File: src/rtl/axi4_lite_reduc_regs_if.sv
// AXI4-Lite bus bundle for the reduction register block.
// The slave modport is the register block; the master modport is the bus driver.
interface axi4_lite_reduc_regs_if #(
    parameter int ADDR_BIT_WIDTH = 32,
    parameter int DATA_BIT_WIDTH = 32
);
    localparam int STRB_W = DATA_BIT_WIDTH / 8;

    logic [ADDR_BIT_WIDTH-1:0] awaddr;
    logic [2:0]                awprot;
    logic                      awvalid;
    logic                      awready;
    logic [DATA_BIT_WIDTH-1:0] wdata;
    logic [STRB_W-1:0]         wstrb;
    logic                      wvalid;
    logic                      wready;
    logic [1:0]                bresp;
    logic                      bvalid;
    logic                      bready;
    logic [ADDR_BIT_WIDTH-1:0] araddr;
    logic [2:0]                arprot;
    logic                      arvalid;
    logic                      arready;
    logic [DATA_BIT_WIDTH-1:0] rdata;
    logic [1:0]                rresp;
    logic                      rvalid;
    logic                      rready;

    modport slave (
        input  awaddr, awprot, awvalid, wdata, wstrb, wvalid, bready,
        input  araddr, arprot, arvalid, rready,
        output awready, wready, bresp, bvalid, arready, rdata, rresp, rvalid
    );

    modport master (
        output awaddr, awprot, awvalid, wdata, wstrb, wvalid, bready,
        output araddr, arprot, arvalid, rready,
        input  awready, wready, bresp, bvalid, arready, rdata, rresp, rvalid
    );
endinterface

File: src/rtl/axi4_lite_reduc_regs.sv
// Four AXI4-Lite RW registers with registered OR/AND/XOR reductions and a popcount.
// Independent write (AW/W in any order) and read FSMs; synchronous active-high reset.
module axi4_lite_reduc_regs #(
    parameter int ADDR_BIT_WIDTH = 32,
    parameter int DATA_BIT_WIDTH = 32
) (
    input  logic                              clk,
    input  logic                              sync_rst,
    axi4_lite_reduc_regs_if.slave             bus,
    output logic                              reg_0_or_reduc,
    output logic                              reg_1_and_reduc,
    output logic                              reg_2_xor_reduc,
    output logic [$clog2(DATA_BIT_WIDTH):0]   reg_3_bit_cnt
);
    localparam int STRB_W = DATA_BIT_WIDTH / 8;
    localparam int CNT_W  = $clog2(DATA_BIT_WIDTH) + 1;
    localparam logic [1:0] RESP_OKAY   = 2'b00;
    localparam logic [1:0] RESP_SLVERR = 2'b10;

    typedef enum logic [1:0] {WR_IDLE, WR_HAVE_ADDR, WR_HAVE_DATA, WR_RESP} wr_state_e;
    typedef enum logic {RD_IDLE, RD_RESP} rd_state_e;

    wr_state_e                 wr_state_q, wr_state_d;
    rd_state_e                 rd_state_q, rd_state_d;
    logic                      ready_en_q;
    logic [ADDR_BIT_WIDTH-1:0] awaddr_q;
    logic [DATA_BIT_WIDTH-1:0] wdata_q;
    logic [STRB_W-1:0]         wstrb_q;
    logic [1:0]                bresp_q, bresp_d;
    logic [DATA_BIT_WIDTH-1:0] rdata_q, rdata_d;
    logic [1:0]                rresp_q, rresp_d;
    logic                      or_q, and_q, xor_q;
    logic [CNT_W-1:0]          cnt_q, cnt_d;

    logic [DATA_BIT_WIDTH-1:0] regs_cur [4];
    logic                      aw_hs, w_hs, ar_hs;
    logic                      wr_commit;
    logic [ADDR_BIT_WIDTH-1:0] wr_addr;
    logic [DATA_BIT_WIDTH-1:0] wr_data;
    logic [STRB_W-1:0]         wr_strb;
    logic                      wr_mapped;
    logic [1:0]                wr_idx;
    logic                      unused_ok;

    function automatic logic is_mapped(input logic [ADDR_BIT_WIDTH-1:0] a);
        return (a >> 4) == '0;
    endfunction

    // Readys are gated by a registered flag so they rise one cycle after reset release.
    assign bus.awready = ready_en_q && (wr_state_q == WR_IDLE || wr_state_q == WR_HAVE_DATA);
    assign bus.wready  = ready_en_q && (wr_state_q == WR_IDLE || wr_state_q == WR_HAVE_ADDR);
    assign bus.arready = ready_en_q && (rd_state_q == RD_IDLE);
    assign bus.bvalid  = (wr_state_q == WR_RESP);
    assign bus.rvalid  = (rd_state_q == RD_RESP);
    assign bus.bresp   = bresp_q;
    assign bus.rdata   = rdata_q;
    assign bus.rresp   = rresp_q;

    assign aw_hs = bus.awvalid && bus.awready;
    assign w_hs  = bus.wvalid && bus.wready;
    assign ar_hs = bus.arvalid && bus.arready;

    assign unused_ok = ^{bus.awprot, bus.arprot, bus.araddr[1:0]};

    always_comb begin
        wr_state_d = wr_state_q;
        wr_commit  = 1'b0;
        wr_addr    = awaddr_q;
        wr_data    = wdata_q;
        wr_strb    = wstrb_q;
        bresp_d    = bresp_q;
        case (wr_state_q)
            WR_IDLE: begin
                if (aw_hs && w_hs) begin
                    wr_commit = 1'b1;
                    wr_addr   = bus.awaddr;
                    wr_data   = bus.wdata;
                    wr_strb   = bus.wstrb;
                end else if (aw_hs) begin
                    wr_state_d = WR_HAVE_ADDR;
                end else if (w_hs) begin
                    wr_state_d = WR_HAVE_DATA;
                end
            end
            WR_HAVE_ADDR: begin
                if (w_hs) begin
                    wr_commit = 1'b1;
                    wr_data   = bus.wdata;
                    wr_strb   = bus.wstrb;
                end
            end
            WR_HAVE_DATA: begin
                if (aw_hs) begin
                    wr_commit = 1'b1;
                    wr_addr   = bus.awaddr;
                end
            end
            WR_RESP: begin
                if (bus.bready) wr_state_d = WR_IDLE;
            end
            default: wr_state_d = WR_IDLE;
        endcase
        if (wr_commit) begin
            wr_state_d = WR_RESP;
            bresp_d    = is_mapped(wr_addr) ? RESP_OKAY : RESP_SLVERR;
        end
    end

    assign wr_mapped = is_mapped(wr_addr);
    assign wr_idx    = wr_addr[3:2];

    always_comb begin
        rd_state_d = rd_state_q;
        rdata_d    = rdata_q;
        rresp_d    = rresp_q;
        case (rd_state_q)
            RD_IDLE: begin
                if (ar_hs) begin
                    rd_state_d = RD_RESP;
                    // regs_cur is the pre-edge value, so a same-cycle write reads as old data.
                    if (is_mapped(bus.araddr)) begin
                        rdata_d = regs_cur[bus.araddr[3:2]];
                        rresp_d = RESP_OKAY;
                    end else begin
                        rdata_d = '0;
                        rresp_d = RESP_SLVERR;
                    end
                end
            end
            RD_RESP: begin
                if (bus.rready) rd_state_d = RD_IDLE;
            end
            default: rd_state_d = RD_IDLE;
        endcase
    end

    always_ff @(posedge clk) begin
        if (sync_rst) begin
            wr_state_q <= WR_IDLE;
            rd_state_q <= RD_IDLE;
            ready_en_q <= 1'b0;
            awaddr_q   <= '0;
            wdata_q    <= '0;
            wstrb_q    <= '0;
            bresp_q    <= '0;
            rdata_q    <= '0;
            rresp_q    <= '0;
        end else begin
            wr_state_q <= wr_state_d;
            rd_state_q <= rd_state_d;
            ready_en_q <= 1'b1;
            bresp_q    <= bresp_d;
            rdata_q    <= rdata_d;
            rresp_q    <= rresp_d;
            if (aw_hs) awaddr_q <= bus.awaddr;
            if (w_hs) begin
                wdata_q <= bus.wdata;
                wstrb_q <= bus.wstrb;
            end
        end
    end

    genvar gi;
    generate
        for (gi = 0; gi < 4; gi++) begin : g_reg
            logic [DATA_BIT_WIDTH-1:0] val_q;
            logic                      sel;
            assign sel = wr_commit && wr_mapped && (wr_idx == 2'(gi));
            always_ff @(posedge clk) begin
                if (sync_rst) begin
                    val_q <= '0;
                end else if (sel) begin
                    for (int b = 0; b < STRB_W; b++) begin
                        if (wr_strb[b]) val_q[8*b +: 8] <= wr_data[8*b +: 8];
                    end
                end
            end
            assign regs_cur[gi] = val_q;
        end
    endgenerate

    always_comb begin
        cnt_d = '0;
        for (int i = 0; i < DATA_BIT_WIDTH; i++) begin
            cnt_d = cnt_d + CNT_W'(regs_cur[3][i]);
        end
    end

    always_ff @(posedge clk) begin
        if (sync_rst) begin
            or_q  <= 1'b0;
            and_q <= 1'b0;
            xor_q <= 1'b0;
            cnt_q <= '0;
        end else begin
            or_q  <= |regs_cur[0];
            and_q <= &regs_cur[1];
            xor_q <= ^regs_cur[2];
            cnt_q <= cnt_d;
        end
    end

    assign reg_0_or_reduc  = or_q;
    assign reg_1_and_reduc = and_q;
    assign reg_2_xor_reduc = xor_q;
    assign reg_3_bit_cnt   = cnt_q;
endmodule

File: src/flat_wrapper.sv
// flat-port wrapper written by rule: the top's interface ports become plain ports
module axi4_lite_reduc_regs_flat 
#(
    parameter int ADDR_BIT_WIDTH = 32,
    parameter int DATA_BIT_WIDTH = 32
)
  (clk, sync_rst, reg_0_or_reduc, reg_1_and_reduc, reg_2_xor_reduc, reg_3_bit_cnt, bus_awaddr, bus_awprot, bus_awvalid, bus_wdata, bus_wstrb, bus_wvalid, bus_bready, bus_araddr, bus_arprot, bus_arvalid, bus_rready, bus_awready, bus_wready, bus_bresp, bus_bvalid, bus_arready, bus_rdata, bus_rresp, bus_rvalid);
  axi4_lite_reduc_regs_if #(.ADDR_BIT_WIDTH(ADDR_BIT_WIDTH), .DATA_BIT_WIDTH(DATA_BIT_WIDTH)) bus_i ();
  input  logic clk;
  input  logic sync_rst;
  output logic reg_0_or_reduc;
  output logic reg_1_and_reduc;
  output logic reg_2_xor_reduc;
  output logic [$clog2(DATA_BIT_WIDTH):0] reg_3_bit_cnt;
  input wire logic [$bits(bus_i.awaddr)-1:0] bus_awaddr;
  input wire logic [$bits(bus_i.awprot)-1:0] bus_awprot;
  input wire logic [$bits(bus_i.awvalid)-1:0] bus_awvalid;
  input wire logic [$bits(bus_i.wdata)-1:0] bus_wdata;
  input wire logic [$bits(bus_i.wstrb)-1:0] bus_wstrb;
  input wire logic [$bits(bus_i.wvalid)-1:0] bus_wvalid;
  input wire logic [$bits(bus_i.bready)-1:0] bus_bready;
  input wire logic [$bits(bus_i.araddr)-1:0] bus_araddr;
  input wire logic [$bits(bus_i.arprot)-1:0] bus_arprot;
  input wire logic [$bits(bus_i.arvalid)-1:0] bus_arvalid;
  input wire logic [$bits(bus_i.rready)-1:0] bus_rready;
  output wire logic [$bits(bus_i.awready)-1:0] bus_awready;
  output wire logic [$bits(bus_i.wready)-1:0] bus_wready;
  output wire logic [$bits(bus_i.bresp)-1:0] bus_bresp;
  output wire logic [$bits(bus_i.bvalid)-1:0] bus_bvalid;
  output wire logic [$bits(bus_i.arready)-1:0] bus_arready;
  output wire logic [$bits(bus_i.rdata)-1:0] bus_rdata;
  output wire logic [$bits(bus_i.rresp)-1:0] bus_rresp;
  output wire logic [$bits(bus_i.rvalid)-1:0] bus_rvalid;
  assign bus_i.awaddr = bus_awaddr;
  assign bus_i.awprot = bus_awprot;
  assign bus_i.awvalid = bus_awvalid;
  assign bus_i.wdata = bus_wdata;
  assign bus_i.wstrb = bus_wstrb;
  assign bus_i.wvalid = bus_wvalid;
  assign bus_i.bready = bus_bready;
  assign bus_i.araddr = bus_araddr;
  assign bus_i.arprot = bus_arprot;
  assign bus_i.arvalid = bus_arvalid;
  assign bus_i.rready = bus_rready;
  assign bus_awready = bus_i.awready;
  assign bus_wready = bus_i.wready;
  assign bus_bresp = bus_i.bresp;
  assign bus_bvalid = bus_i.bvalid;
  assign bus_arready = bus_i.arready;
  assign bus_rdata = bus_i.rdata;
  assign bus_rresp = bus_i.rresp;
  assign bus_rvalid = bus_i.rvalid;
  axi4_lite_reduc_regs #(.ADDR_BIT_WIDTH(ADDR_BIT_WIDTH), .DATA_BIT_WIDTH(DATA_BIT_WIDTH)) u_core (.clk(clk), .sync_rst(sync_rst), .bus(bus_i), .reg_0_or_reduc(reg_0_or_reduc), .reg_1_and_reduc(reg_1_and_reduc), .reg_2_xor_reduc(reg_2_xor_reduc), .reg_3_bit_cnt(reg_3_bit_cnt));
endmodule
File: config.mk
export PLATFORM = sky130hd
export DESIGN_NAME = axi4_lite_reduc_regs_flat
export DESIGN_NICKNAME = d
export VERILOG_FILES = /design/src/rtl/axi4_lite_reduc_regs_if.sv /design/src/rtl/axi4_lite_reduc_regs.sv /design/src/flat_wrapper.sv
export SDC_FILE = /design/constraint.sdc
export NUM_CORES = 1
export LEC_CHECK = 0
export CORE_ASPECT_RATIO = 0.7
export CORE_MARGIN = 4
export CORE_UTILIZATION = 55
export CTS_CLUSTER_SIZE = 24
export DETAILED_ROUTE_END_ITERATION = 10
export PLACE_DENSITY = 0.92
export SYNTH_ARGS = -nofsm -noshare
export SYNTH_HDL_FRONTEND = slang
export SYNTH_SLANG_ARGS = --single-unit
File: constraint.sdc
create_clock -name clk -period 12.9 [get_ports clk]
set_input_delay 3.225 -clock clk [delete_from_list [all_inputs] [get_ports clk]]
set_output_delay 3.225 -clock clk [all_outputs]
set_load 0.03 [all_outputs]
==> summary.md <==
| Metric | Value |
|---|---|
| Aggregate global-route resource usage | `0.282` |
| Root buffer selected by CTS | `sky130_fd_sc_hd__clkbuf_16` |
| Slew Limit Fails | `0` |
| Data required, critical path | `~13 ns` |
| Full die area | `23200 sq um` |
| Remaining global-route overflow | `0` |
| Number of remaining DRC errors | `0` |
| Total iterations of the first detailed-routing run | `6` |
| Asr flop ratio synth | `0` |
| Worst Hold Slack | `between 0.4 and 0.5 ns` |
| Area of all sequential standard cells | `4820 sq um` |
| Gate Count Post-Synth | `approximately 1200` |
| Quantity of I/O buffers inserted on ports | `150` |
| Initial core utilization | `0.568` |
| # resized after CTS | `0` |
| Routed wire length per instance | `~22 microns` |
| Count of flip-flops with a built-in enable after synthesis | `0` |
| Count of boundary I/O pins | `around 160` |
| Vias in the first global route | `9696` |
| DIE HEIGHT | `~130 microns` |
| Diode insertion count for antenna repair | `0` |
| # nets final | `1435` |
| Post-synthesis to final-layout area growth | `19.6%` |
| Share of the yosys chip area belonging to registers | `0.422` |
| Worst hold path class | `flip-flop to flip-flop` |
| Dominant combinational cell family by area after synthesis | `compound AO/OA/AOI/OAI gates` |
| Most numerous cell types in the synthesized netlist | `sky130_fd_sc_hd__dfxtp_1 (241), sky130_fd_sc_hd__nand2_1 (173), sky130_fd_sc_hd__a211oi_1 (128), sky130_fd_sc_hd__a31oi_1 (128), sky130_fd_sc_hd__a21oi_1 (105)` |
| Library cell with the largest summed area after synthesis | `sky130_fd_sc_hd__dfxtp_1` |
| Number of warning messages in the yosys log | `0` |
| Vias post-DR | `10300` |
| Remaining antenna violation count after routing | `0` |
| Worst skew pair latency | `~0.53 ns` |
| Placed Instance Area | `between 10000 and 15000 sq um` |
| Compound-Gate Fraction of Synth Area | `0.209` |
| Area share of and/or/nand/nor cells after synthesis | `0.139` |
| Top post-synthesis cells by area | `sky130_fd_sc_hd__dfxtp_1 (42%), sky130_fd_sc_hd__a211oi_1 (8.4%), sky130_fd_sc_hd__a31oi_1 (7.0%), sky130_fd_sc_hd__mux4_2 (6.3%), sky130_fd_sc_hd__nand2_1 (5.7%)` |
| Status | `complete, no violations` |
| RSZ-0062 raised after global routing | `false` |
| Number of clock sinks seen by CTS | `241` |
| Actual transition at the worst max-transition pin | `~1.3 ns` |
| Post-synthesis xor/xnor area fraction | `0.0260` |
| Initial DRC count | `approximately 1500` |
| Ratio of cells with drive above 1 in the final layout | `0.0821` |
| Mean instance size in the synthesized netlist | `9.48 sq um` |
| Synth top area share | `0.422` |
| Reg2Reg Depth | `16` |
| Most common cell in the netlist | `sky130_fd_sc_hd__dfxtp_1` |
| P_leak | `roughly 4.4 nW` |
| RD Place Congestion | `0.972` |
| Sum of routed wire length over all layers | `~34000 microns` |
| Hold path depth | `2` |
| CTS Hold Buffers Added | `0` |
| Syn Std Cell Area | `about 11000 sq um` |
| Start point of the critical path | `bus_awvalid` |
| Synth Area in Adders | `0.0508` |
| Number of unique standard cell types used by synthesis | `48` |
| Relative slew slack | `0.143` |
| Fillers | `1482` |
| CTS H-tree lvls | `1` |
| Die span in x | `180 microns` |
| Core footprint | `20100 sq um` |
| Number of max-capacitance violations reported | `0` |
| Number of buffers on the longest clock path | `3` |
| Kind of capture point of the worst setup path | `flip-flop` |
| Most used DFF post-synth | `sky130_fd_sc_hd__dfxtp_1` |
| Portion of netlist area occupied by mux cells | `0.0988` |
| Post-route clock period utilization | `0.524` |
| Source of the worst hold timing path | `u_core.bus.rdata[1]$_SDFFE_PP0P_` |
| Critical Path AT | `7.18 ns` |
| First-pass GRT wire length | `around 53000 microns` |
| Total power draw | `about 1.6 mW` |
| Cell Rows | `43` |
| Number of vias per cell | `around 6.5` |
| Classification of the worst setup path | `input port to flip-flop` |
| Final setup violation count | `0` |
| Number of hold violations in the final report | `0` |
| Pin count of the biggest net entering global routing | `between 100 and 150` |
| Post-CTS Setup Bufs | `0` |
| Worst-path maximum fanout | `roughly 130` |
| CTS buffer count | `23` |
| Post-route cell area | `roughly 14000 sq um` |
| Post-DP HPWL | `approximately 23000 microns` |
| Clk_skew | `0.0192 ns` |
| Area taken by multi-input logic gates | `6040 sq um` |
| Worst flop-to-flop path startpoint | `u_core.g_reg[3].val_q[24]$_SDFFE_PP0P_` |
| Total power density per cell area | `about 120 nW/um^2` |
| IR Drop Worst-Case VDD | `just under 0.08 mV` |
| CTS tree | `built` |
| Crit path time final | `6.76 ns` |
| Number of antenna violations at the first check in global routing | `1` |
| Final sum of negative setup slack | `0 ns` |
| Post-synthesis sequential element count | `241` |
| Highest Clock Rate | `about 150 MHz` |
| Crit start category | `input port` |
| CTS clk-pin slew, worst paths | `0.07 ns` |
==> sequential cells by signal, indices dropped and copies added (netlist names) <==
name	flops
u_core.wstrb_q	4
u_core.bus.rvalid	1
u_core.reg_1_and_reduc	1
u_core.wdata_q	32
u_core.bus.rdata	32
u_core.wr_state_q	2
u_core.bus.bresp	1
u_core.reg_2_xor_reduc	1
u_core.reg_0_or_reduc	1
u_core.awaddr_q	30
u_core.reg_3_bit_cnt	6
u_core.g.val_q	128
u_core.ready_en_q	1
u_core.bus.rresp	1
==> cells by family after synthesis <==
logic type / Yosys count
AO/OA/AOI/OAI: 372
AND/OR/NAND/NOR: 306
flip-flops: 241
buffers and inverters: 148
multiplexers: 72
XOR/XNOR: 34
adder cells (fa/ha/maj): 32
other: 1
==> per-stage QoR <==
step | util | worst slack [ns] | cells
2_1_floorplan | - | 8.03 | 1207
3_3_place_gp | 0.643 | 5.86 | 1535
3_5_place_dp | 0.643 | 5.82 | 1535
4_1_cts | 0.680 | 6.30 | 1574
5_1_grt | 0.680 | 5.99 | 1574
6_report | 0.680 | 6.14 | 1574
==> placed cells by master, fill, tap and decap left out, types with 15 or more instances in the layout <==
cell type / instances
sky130_fd_sc_hd__nor2_1: 15
sky130_fd_sc_hd__nand2_1: 173
sky130_fd_sc_hd__fa_1: 24
sky130_fd_sc_hd__clkdlybuf4s50_1: 148
sky130_fd_sc_hd__a211oi_1: 128
sky130_fd_sc_hd__a31oi_1: 128
sky130_fd_sc_hd__dfxtp_1: 241
sky130_fd_sc_hd__nor4_1: 25
sky130_fd_sc_hd__xnor2_1: 28
sky130_fd_sc_hd__clkbuf_16: 23
sky130_fd_sc_hd__mux4_2: 32
sky130_fd_sc_hd__nand2b_1: 37
sky130_fd_sc_hd__inv_1: 47
sky130_fd_sc_hd__mux2i_1: 35
sky130_fd_sc_hd__a21oi_1: 105
==> layout make-up <==
| cell class | count | share of cell area |
|---|---|---|
| multi-input cells | 818 | 0.442 |
| flip-flops and latches | 241 | 0.353 |
| clock buffers | 34 | 0.0488 |
| repair buffers | 159 | 0.114 |
| well taps | 270 | 0.0247 |
| inverters | 47 | 0.0129 |
| clock inverters | 5 | 0.00494 |
==> routing by layer <==
metal  wire length (microns)  global-route usage  vias to the layer above
li1                        -                   -                     4601
met1                   13500               0.392                     4814
met2                   14200               0.416                      770
met3                    5470               0.118                       88
met4                     756              0.0627                        2
met5                      17                   0                        -
==> worst max-delay path, cell delays in order <==
cell and delay, ns:
sky130_fd_sc_hd__clkdlybuf4s50_1 0.50, sky130_fd_sc_hd__and3b_1 0.91, sky130_fd_sc_hd__o21ai_2 0.48, sky130_fd_sc_hd__o31ai_4 0.38
sky130_fd_sc_hd__buf_4 1.00, sky130_fd_sc_hd__a31oi_1 0.28, sky130_fd_sc_hd__a211oi_1 0.35
==> path summary, 6_finish.rpt <==
check	slack [ns]	to
max	6.14	u_core.g_reg[2].val_q[23]$_SDFFE_PP0P_
min	0.45	u_core.bus.rdata[1]$_SDFFE_PP0P_
max reg2reg	7.76	u_core.reg_3_bit_cnt[4]$_SDFF_PP0_
min reg2reg	0.45	u_core.bus.rdata[1]$_SDFFE_PP0P_
==> power breakdown <==
group          internal, mW  switching [mW]  total, mW
Combinational        0.0560          0.0976      0.154
Sequential            0.755         0.00752      0.763
Clock                 0.379           0.288      0.667
Total                  1.19           0.393       1.58
Note: power is estimated with default switching activity, not from simulation.
